[config.mk]
export PLATFORM = sky130hd
export DESIGN_NAME = output_burst_buffer
export DESIGN_NICKNAME = d
export VERILOG_FILES = /design/src/rtl/output_burst_buffer.sv
export SDC_FILE = /design/constraint.sdc
export NUM_CORES = 1
export LEC_CHECK = 0
export CORE_MARGIN = 5
export CORE_UTILIZATION = 55
export CTS_BUF_LIST = sky130_fd_sc_hd__clkbuf_16
export CTS_CLUSTER_SIZE = 30
export DETAILED_ROUTE_END_ITERATION = 7
export GPL_ROUTABILITY_DRIVEN = 0
export PLACE_DENSITY = 0.76
export SLEW_MARGIN = 0
export SYNTH_ARGS = -nofsm -noshare
export SYNTH_HDL_FRONTEND = slang
export SYNTH_SLANG_ARGS = --single-unit
[constraint.sdc]
create_clock -name clk -period 3.9 [get_ports clk]
set_input_delay 0.39 -clock clk [delete_from_list [all_inputs] [get_ports clk]]
set_output_delay 0.39 -clock clk [all_outputs]
set_load 0.02 [all_outputs]
[src/rtl/output_burst_buffer.sv]
// Output burst buffer: addressed result store that can return one entry
// (non-destructive read) or drain every valid entry in ascending address
// order as a valid/ready burst (destructive read).
module output_burst_buffer #(
   parameter int unsigned DATA_W = 32,
   parameter int unsigned DEPTH  = 16,
   parameter int unsigned ADDR_W = $clog2(DEPTH)
) (
   input  logic              clk,
   input  logic              rst_n,
   input  logic              wr_en,
   input  logic [ADDR_W-1:0] wr_addr,
   input  logic [DATA_W-1:0] wr_data,
   input  logic              rd_req,
   input  logic [ADDR_W-1:0] rd_addr,
   input  logic              burst_req,
   output logic [DATA_W-1:0] out_data,
   output logic              out_valid,
   input  logic              out_ready,
   output logic              out_last,
   output logic              busy,
   output logic              rd_miss,
   output logic [ADDR_W:0]   valid_count
);

   typedef enum logic [1:0] {IDLE, SINGLE, BURST} state_e;

   state_e            state_q, state_d;
   logic [DEPTH-1:0]  valid_q, valid_d;
   logic [DEPTH-1:0]  mask_q, mask_d;
   logic [DATA_W-1:0] mem [DEPTH];
   logic [DATA_W-1:0] out_data_q, out_data_d;
   logic              out_valid_q, out_valid_d;
   logic              out_last_q, out_last_d;
   logic              rd_miss_q, rd_miss_d;
   logic [ADDR_W-1:0] cur_q, cur_d;
   logic              load;
   logic              hs;
   logic [DEPTH-1:0]  rest;
   logic [ADDR_W-1:0] lo_valid, hi_valid, lo_rest, hi_rest;
   logic [ADDR_W:0]   count;

   function automatic logic [ADDR_W-1:0] lowest(input logic [DEPTH-1:0] v);
      logic [ADDR_W-1:0] r;
      r = '0;
      for (int unsigned i = DEPTH; i > 0; i--) begin
         if (v[i-1]) r = ADDR_W'(i - 1);
      end
      return r;
   endfunction

   function automatic logic [ADDR_W-1:0] highest(input logic [DEPTH-1:0] v);
      logic [ADDR_W-1:0] r;
      r = '0;
      for (int unsigned i = 0; i < DEPTH; i++) begin
         if (v[i]) r = ADDR_W'(i);
      end
      return r;
   endfunction

   assign hs       = out_valid_q & out_ready;
   assign lo_valid = lowest(valid_q);
   assign hi_valid = highest(valid_q);
   assign lo_rest  = lowest(rest);
   assign hi_rest  = highest(rest);

   // Burst mask with the currently presented entry removed
   always_comb begin
      rest        = mask_q;
      rest[cur_q] = 1'b0;
   end

   // Popcount of the registered valid vector
   always_comb begin
      count = '0;
      for (int unsigned i = 0; i < DEPTH; i++) begin
         count = count + {{ADDR_W{1'b0}}, valid_q[i]};
      end
   end

   // Storage array; written in every state, never reset
   always_ff @(posedge clk) begin
      if (wr_en) mem[wr_addr] <= wr_data;
   end

   // Next-state, valid/mask bookkeeping and output word selection
   always_comb begin
      state_d     = state_q;
      valid_d     = valid_q;
      mask_d      = mask_q;
      out_data_d  = out_data_q;
      out_valid_d = out_valid_q;
      out_last_d  = out_last_q;
      cur_d       = cur_q;
      rd_miss_d   = 1'b0;
      load        = 1'b0;
      unique case (state_q)
         IDLE: begin
            if (rd_req) begin
               if (valid_q[rd_addr]) begin
                  load        = 1'b1;
                  cur_d       = rd_addr;
                  out_valid_d = 1'b1;
                  out_last_d  = 1'b1;
                  state_d     = SINGLE;
               end else begin
                  rd_miss_d = 1'b1;
               end
            end else if (burst_req) begin
               if (valid_q == '0) begin
                  rd_miss_d = 1'b1;
               end else begin
                  mask_d      = valid_q;
                  load        = 1'b1;
                  cur_d       = lo_valid;
                  out_valid_d = 1'b1;
                  out_last_d  = (lo_valid == hi_valid);
                  state_d     = BURST;
               end
            end
         end
         SINGLE: begin
            if (hs) begin
               out_valid_d = 1'b0;
               out_last_d  = 1'b0;
               state_d     = IDLE;
            end
         end
         BURST: begin
            if (hs) begin
               valid_d[cur_q] = 1'b0;
               mask_d         = rest;
               if (rest == '0) begin
                  out_valid_d = 1'b0;
                  out_last_d  = 1'b0;
                  state_d     = IDLE;
               end else begin
                  load       = 1'b1;
                  cur_d      = lo_rest;
                  out_last_d = (lo_rest == hi_rest);
               end
            end
         end
         default: state_d = IDLE;
      endcase
      // A write lands after the handshake clear so it wins on a same-address collision
      if (wr_en) valid_d[wr_addr] = 1'b1;
      // Forward a same-edge write so a freshly loaded word is never stale
      if (load) out_data_d = (wr_en && (wr_addr == cur_d)) ? wr_data : mem[cur_d];
   end

   // State and output registers with asynchronous abort on reset
   always_ff @(posedge clk or negedge rst_n) begin
      if (!rst_n) begin
         state_q     <= IDLE;
         valid_q     <= '0;
         mask_q      <= '0;
         out_data_q  <= '0;
         out_valid_q <= 1'b0;
         out_last_q  <= 1'b0;
         rd_miss_q   <= 1'b0;
         cur_q       <= '0;
      end else begin
         state_q     <= state_d;
         valid_q     <= valid_d;
         mask_q      <= mask_d;
         out_data_q  <= out_data_d;
         out_valid_q <= out_valid_d;
         out_last_q  <= out_last_d;
         rd_miss_q   <= rd_miss_d;
         cur_q       <= cur_d;
      end
   end

   assign out_data    = out_data_q;
   assign out_valid   = out_valid_q;
   assign out_last    = out_last_q;
   assign rd_miss     = rd_miss_q;
   assign busy        = (state_q != IDLE);
   assign valid_count = count;

endmodule

* Word level (Yosys, flattened, before mapping)
Memory sizes are Yosys's and may differ from the RTL's. A register that Yosys moved wholly into a read port is not among the register bits.
Index checks and enable logic that the tools add are counted.
** Storage, ports and cells
- Memories :: 1
- Memory bits (writable) :: 512
- Logic and storage cells :: 178
- Bits in registers :: 41
** Memories
- mem :: depth 16, width 32, read ports 1, clocked after memory_dff 1, wr ports 1, RTL line 31 : logic [DATA_W-1:0] mem [DEPTH];
** Operators by class
- Magnitude comparators :: 5
- Muxes and demuxes :: 119
- $add $sub $neg :: 15
- Bitwise operators :: 5
- Eq/ne operators :: 13
- Reductions and logical operators :: 13
** Operators with widths (count)
- 4-bit 2-to-1 mux :: 66
- 16-bit 2-to-1 mux :: 7
- 5-bit by 1-bit adder with 5-bit output :: 11
- 16-bit bitwise AND :: 2
- 16-bit zero test :: 2
- 16-bit case mux with 2 select lines :: 1
- 1-bit 2-to-1 mux :: 30
- 16-bit inverter :: 1
- 16-bit OR :: 1
- 4-bit by 5-bit less-than comparator with 1-bit output, second input constant :: 3
- 2-bit 2-to-1 mux :: 7
- 2-bit != test, second input constant :: 6
- 6-bit AND reduction :: 2
- 3-bit != test, second input constant :: 3
- 1-bit demux with 4-bit select :: 2
- 4-bit equality test :: 2
- 4-bit by 1-bit >= comparator with 1-bit output, second input constant :: 2
- 4-bit case mux with 2 select lines :: 1
- 7-bit AND reduction :: 1
- 1-bit case mux with 3 select lines :: 2
- 2-bit case mux with 3 select lines :: 1
- 4-bit by 1-bit adder with 5-bit output :: 1
- 5-bit AND reduction :: 1
- 3-bit by 1-bit adder with 4-bit output :: 1
- other kinds (12) :: 14

* Depth between registers and ports, before layout
- Word-level depth :: 26
- Gate-level depth with buffers :: 17
- Mapped depth without buffers :: 14

* Worst setup path before layout
No wires, ideal clock.
- Path type :: register -> output
- From :: register valid_q[5]
- To :: output valid_count[2]
- Data arrival time :: 3.485 ns
- Setup slack :: 0.025 ns
- Stages on the path, launching flop included :: 11
- Required time :: 3.510 ns
- Path buffers :: 0
- Cells stage by stage :: dfrtp_1 -> inv_1 -> fa_1 -> fa_1 -> fa_1 -> fa_1 -> inv_1 -> ha_1 -> inv_1 -> fa_1 -> xnor2_1
** On the way
- Cells in the longest elaborated chain, start to end :: 11
** Ends and longest elaborated chain
- start, declared :: RTL line 29 : logic [DEPTH-1:0] valid_q, valid_d;
- start signal, assigned :: RTL line 165 : valid_q <= valid_d;
- 5-bit by 1-bit adder with 5-bit output (11 in a row) :: RTL line 77 : count = count + {{ADDR_W{1'b0}}, valid_q[i]};
- end, declared :: RTL line 23 : output logic [ADDR_W:0] valid_count
No other way between the ends.

* Worst setup path after layout
- From :: register valid_q[0]
- To :: output valid_count[4]
** On the way
- Cells in the longest elaborated chain, start to end :: 15
** Ends and longest elaborated chain (RTL line)
- 1-bit by 1-bit adder with 2-bit output :: 77
- 2-bit by 1-bit adder with 3-bit output :: 77
- 3-bit by 1-bit adder with 4-bit output :: 77
- 4-bit by 1-bit adder with 5-bit output :: 77
- 5-bit by 1-bit adder with 5-bit output (11 in a row) :: 77
No other way between the ends.

==> impl_metrics.yaml <==
cells_and_area:
  drive_gt1_frac: 0.175
  fillCellCount: 3015
  nNetsFinal: 2177
  area_growth_pct: 21.5
  insertedDiodeCount: 0
  fin_cells: 2760
clock_tree:
  clockBufferDepth: 3
  cts_tree: "done"
  htree_levels: 2
  clk_pin_slew_ns: 0.06
  clkSinkCount: 585
  cts_buffers: 57
  cts_root_buffer: "clkbuf_16"
  insertion_delay_ns: 0.62
hold_path:
  min_path_type: "primary input to async pin"
floorplanning:
  chipHeight_microns: 224
  start_util: 0.554
  io_pins: 87
  core_sq_um: 45300
  rows: 78
  dieArea_sq_um: 50000
  die_x_microns: 224
worst_setup_path:
  timing.rr.end: "out_data[2]"
  slowest_stage: "fa_1"
  cp_cell_sequence: "fa_1 -> inv_2 -> fa_2 -> fa_1 -> fa_1 -> inv_2 -> ha_4 -> inv_2 -> fa_2 -> nor2b_1 -> o21a_1 -> buf_6"
  worstSetupEndpointType: "primary output"
  ff2ff_setup_slack_ns: -0.06
  crit_buf_inv: 4
  max_stage_delay_ns: 0.57
  cpLargestDelayFamily: "adder cells"
  worst_ep_arrival_time_ns: 4.00
  worstPathMaxFanout: 2
  cp_num_cells: 12
  ff2ff_path_depth: 15
  timing.rr.start: "valid_q[6]"
  worst_ep_required_time_ns: 3.51
  critPathKind: "flop to primary output"
  worst_setup_path_start_kind: "flop"
power:
  p_per_area_nw_per_um2: 911
  power.leakage_uw: 0.0110
  irDropWorstVdd_v: 0.00143
  power_uw: 27800
sta:
  hold_viol: 0
  fmaxAchievable_mhz: 228
  setup_viol: 5
  slew_headroom: 0.359
  finClkSkew_ns: 0.0331
  worst_pin_slew_ns: 0.962
  layout_setup_ws_ns: -0.491
  slew_viol_final: 0
  period_needed_ns: 4.39
  fin_crit_sh: 1.13
  rsz0062_at_grt: "yes"
  final.setup.tns_ns: -1.86
drt:
  num_vias: 18100
  drc: 0
  ant_nets: 0
  firstDrtPassIters: 6
  drt-initial-drc-count: 2103
  avgViaCountPerCell: 6.56
  wirelength_mm: 70.2
  wl_per_cell_microns: 25.5
global_routing:
  grt_usage: 0.271
  grt_pass1_wl_mm: 105
  grt_pass1_vias: 17900
  overflow: 0
  antenna_found_initial: 0
  grt_max_degree: 91
job:
  max_cap_violations: 0
yosys:
  synthMuxAreaShare: 0.0137
  synth_sequential_area_ratio: 0.686
  synth_most_common_cell: "edfxtp_1"
  synth_top_family_by_area: "compound AO/OA/AOI/OAI gates"
  synthCells: 1897
  ys_types: 90
  synth.area.top_cells: "edfxtp_1, dfrtp_1, a21oi_1"
  synth_top_area_share: 0.613
  synthArstFlopShare: 0.125
  avgSynthCellArea_sq_um: 13.2
  synthFlopType: "edfxtp_1"
  yosys_warnings: 0
  yosysTopAreaCell: "edfxtp_1"
  synth-compound-area-share: 0.143
  syn_area_sq_um: 25100
  yosys.area_share.xor_xnor: 0.00210
  synthAdderAreaFrac: 0.0130
  synthSimpleGateAreaFrac: 0.114
  synth_edf_count: 512
  syn-num-nets: 1963
  synth_common_cells: "edfxtp_1, nand2_1, a21oi_1, and3_1, clkbuf_1"
  synth-seq-cells: 585
placed_design:
  place_inst: 2642
  dp_hpwl_mm: 40.5
  place_ws_ns: -0.566
  port_buffers: 86
status:
  violations: "negative setup slack"
  status: "finished with violations"
-- flip-flops by register name, indices dropped and copies added (netlist names) --
| signal | count |
|---|---|
| cur_q | 4 |
| mask_q | 16 |
| mem | 512 |
| out_data | 32 |
| out_last | 1 |
| out_valid | 1 |
| rd_miss | 1 |
| state_q | 2 |
| valid_q | 16 |
-- metal layers --
layer  global-route usage  routed length (microns)  share of wire
met1                0.363                    26100           0.37
met2                0.448                    34200           0.49
met3               0.0438                     7010           0.10
met4                0.113                     2950          0.042
met5                    0                        0              0
-- what timing repair did --
item	4_1_cts	5_1_grt
pin swaps	6	12
hold buffers	1	0
resized for setup	59	29
cloned	0	2
endpoints found under the hold margin	54	0
endpoints found under the setup margin	36	33
setup buffers	4	3
-- cell usage in the layout, fill, tap and decap left out, types with 7 or more instances in the layout --
cell             netlist  final
nor4_2                 0      8
inv_1                 39     47
clkbuf_16              0     60
mux2i_1               22     22
a211oi_1              97     96
buf_4                  4    167
bufinv_16              0      7
clkinv_2               0      8
clkinv_1               0     14
edfxtp_1             512    512
a22o_1                11     11
nand3_1               20     17
nand2b_1              18     15
nand2_1              188    187
a31oi_1               12     12
buf_6                  1      7
fa_1                  10      8
and3_1               125    124
nor2_1                69     57
o21ai_0               70     69
and2_1                 7      7
nand4b_1              32     32
nor2b_1                8      7
nor4_1                34     26
a2111oi_0             26     19
buf_12                 0     33
a32oi_1               23     23
nor2_4                 0     12
a22oi_1               42     42
a21oi_1              173    172
dfrtp_1               73     72
ha_1                  10      9
clkdlybuf4s50_1        0     80
-- per-stage QoR --
step	hold slack (ns)	util	area, sq um
4_1_cts	0.476	0.668	30300
2_1_floorplan	0.0944	-	25100
5_1_grt	0.526	0.673	30500
6_report	0.459	0.673	30500
3_3_place_gp	0.502	0.622	28200
3_5_place_dp	0.511	0.622	28200
-- power by group --
group	switching (uW)	total (uW)	leakage [uW]	internal (uW)
clock network	2350	5520	0.000965	3180
logic	8330	14600	0.00461	6240
registers	396	7670	0.00545	7280
total	11100	27800	0.0110	16700
-- worst max-delay path by stage --
| stage | startpoint | to | slack [ns] |
|---|---|---|---|
| 2_1_floorplan | valid_q[5] | valid_count[2] | 0.02 |
| 3_3_place_gp | valid_q[11] | valid_count[4] | -0.40 |
| 3_5_place_dp | rd_addr[0] | out_data[16] | -0.57 |
| 4_1_cts | valid_q[0] | valid_count[3] | -0.57 |
| 5_1_grt | valid_q[0] | valid_count[4] | -0.61 |
| 6_report | valid_q[0] | valid_count[4] | -0.49 |
-- worst reg2reg max path, stage by stage, from the launching register on --
cell	delay, ns
dfrtp_1	0.52
mux2i_1	0.12
mux4_2	0.58
a2111oi_4	0.43
buf_4	0.18
nor4b_4	0.04
a32o_2	0.28
inv_2	0.12
xnor2_1	0.09
nand4b_1	0.17
nor4b_4	0.07
buf_6	0.13
buf_4	0.14
a211o_1	0.27
or4_1	0.56
o211ai_2	0.16
-- final cells by class --
class                      count  area (sq um)  share of cell area
sequential                   585         17200               0.565
tap                          600           751              0.0246
multi-input combinational   1133          7560               0.248
timing repair buffer         293          2910              0.0955
inverter                      41           155             0.00509
clock inverter                50           445              0.0146
clock buffer                  58          1450              0.0476
-- kinds of logic after synthesis --
family / after synthesis
flops: 585
xor+xnor: 6
mux: 31
compound gates: 533
fa+ha+maj: 20
buf+inv: 179
simple gates: 543
Note: power is estimated with default switching activity, not from simulation.
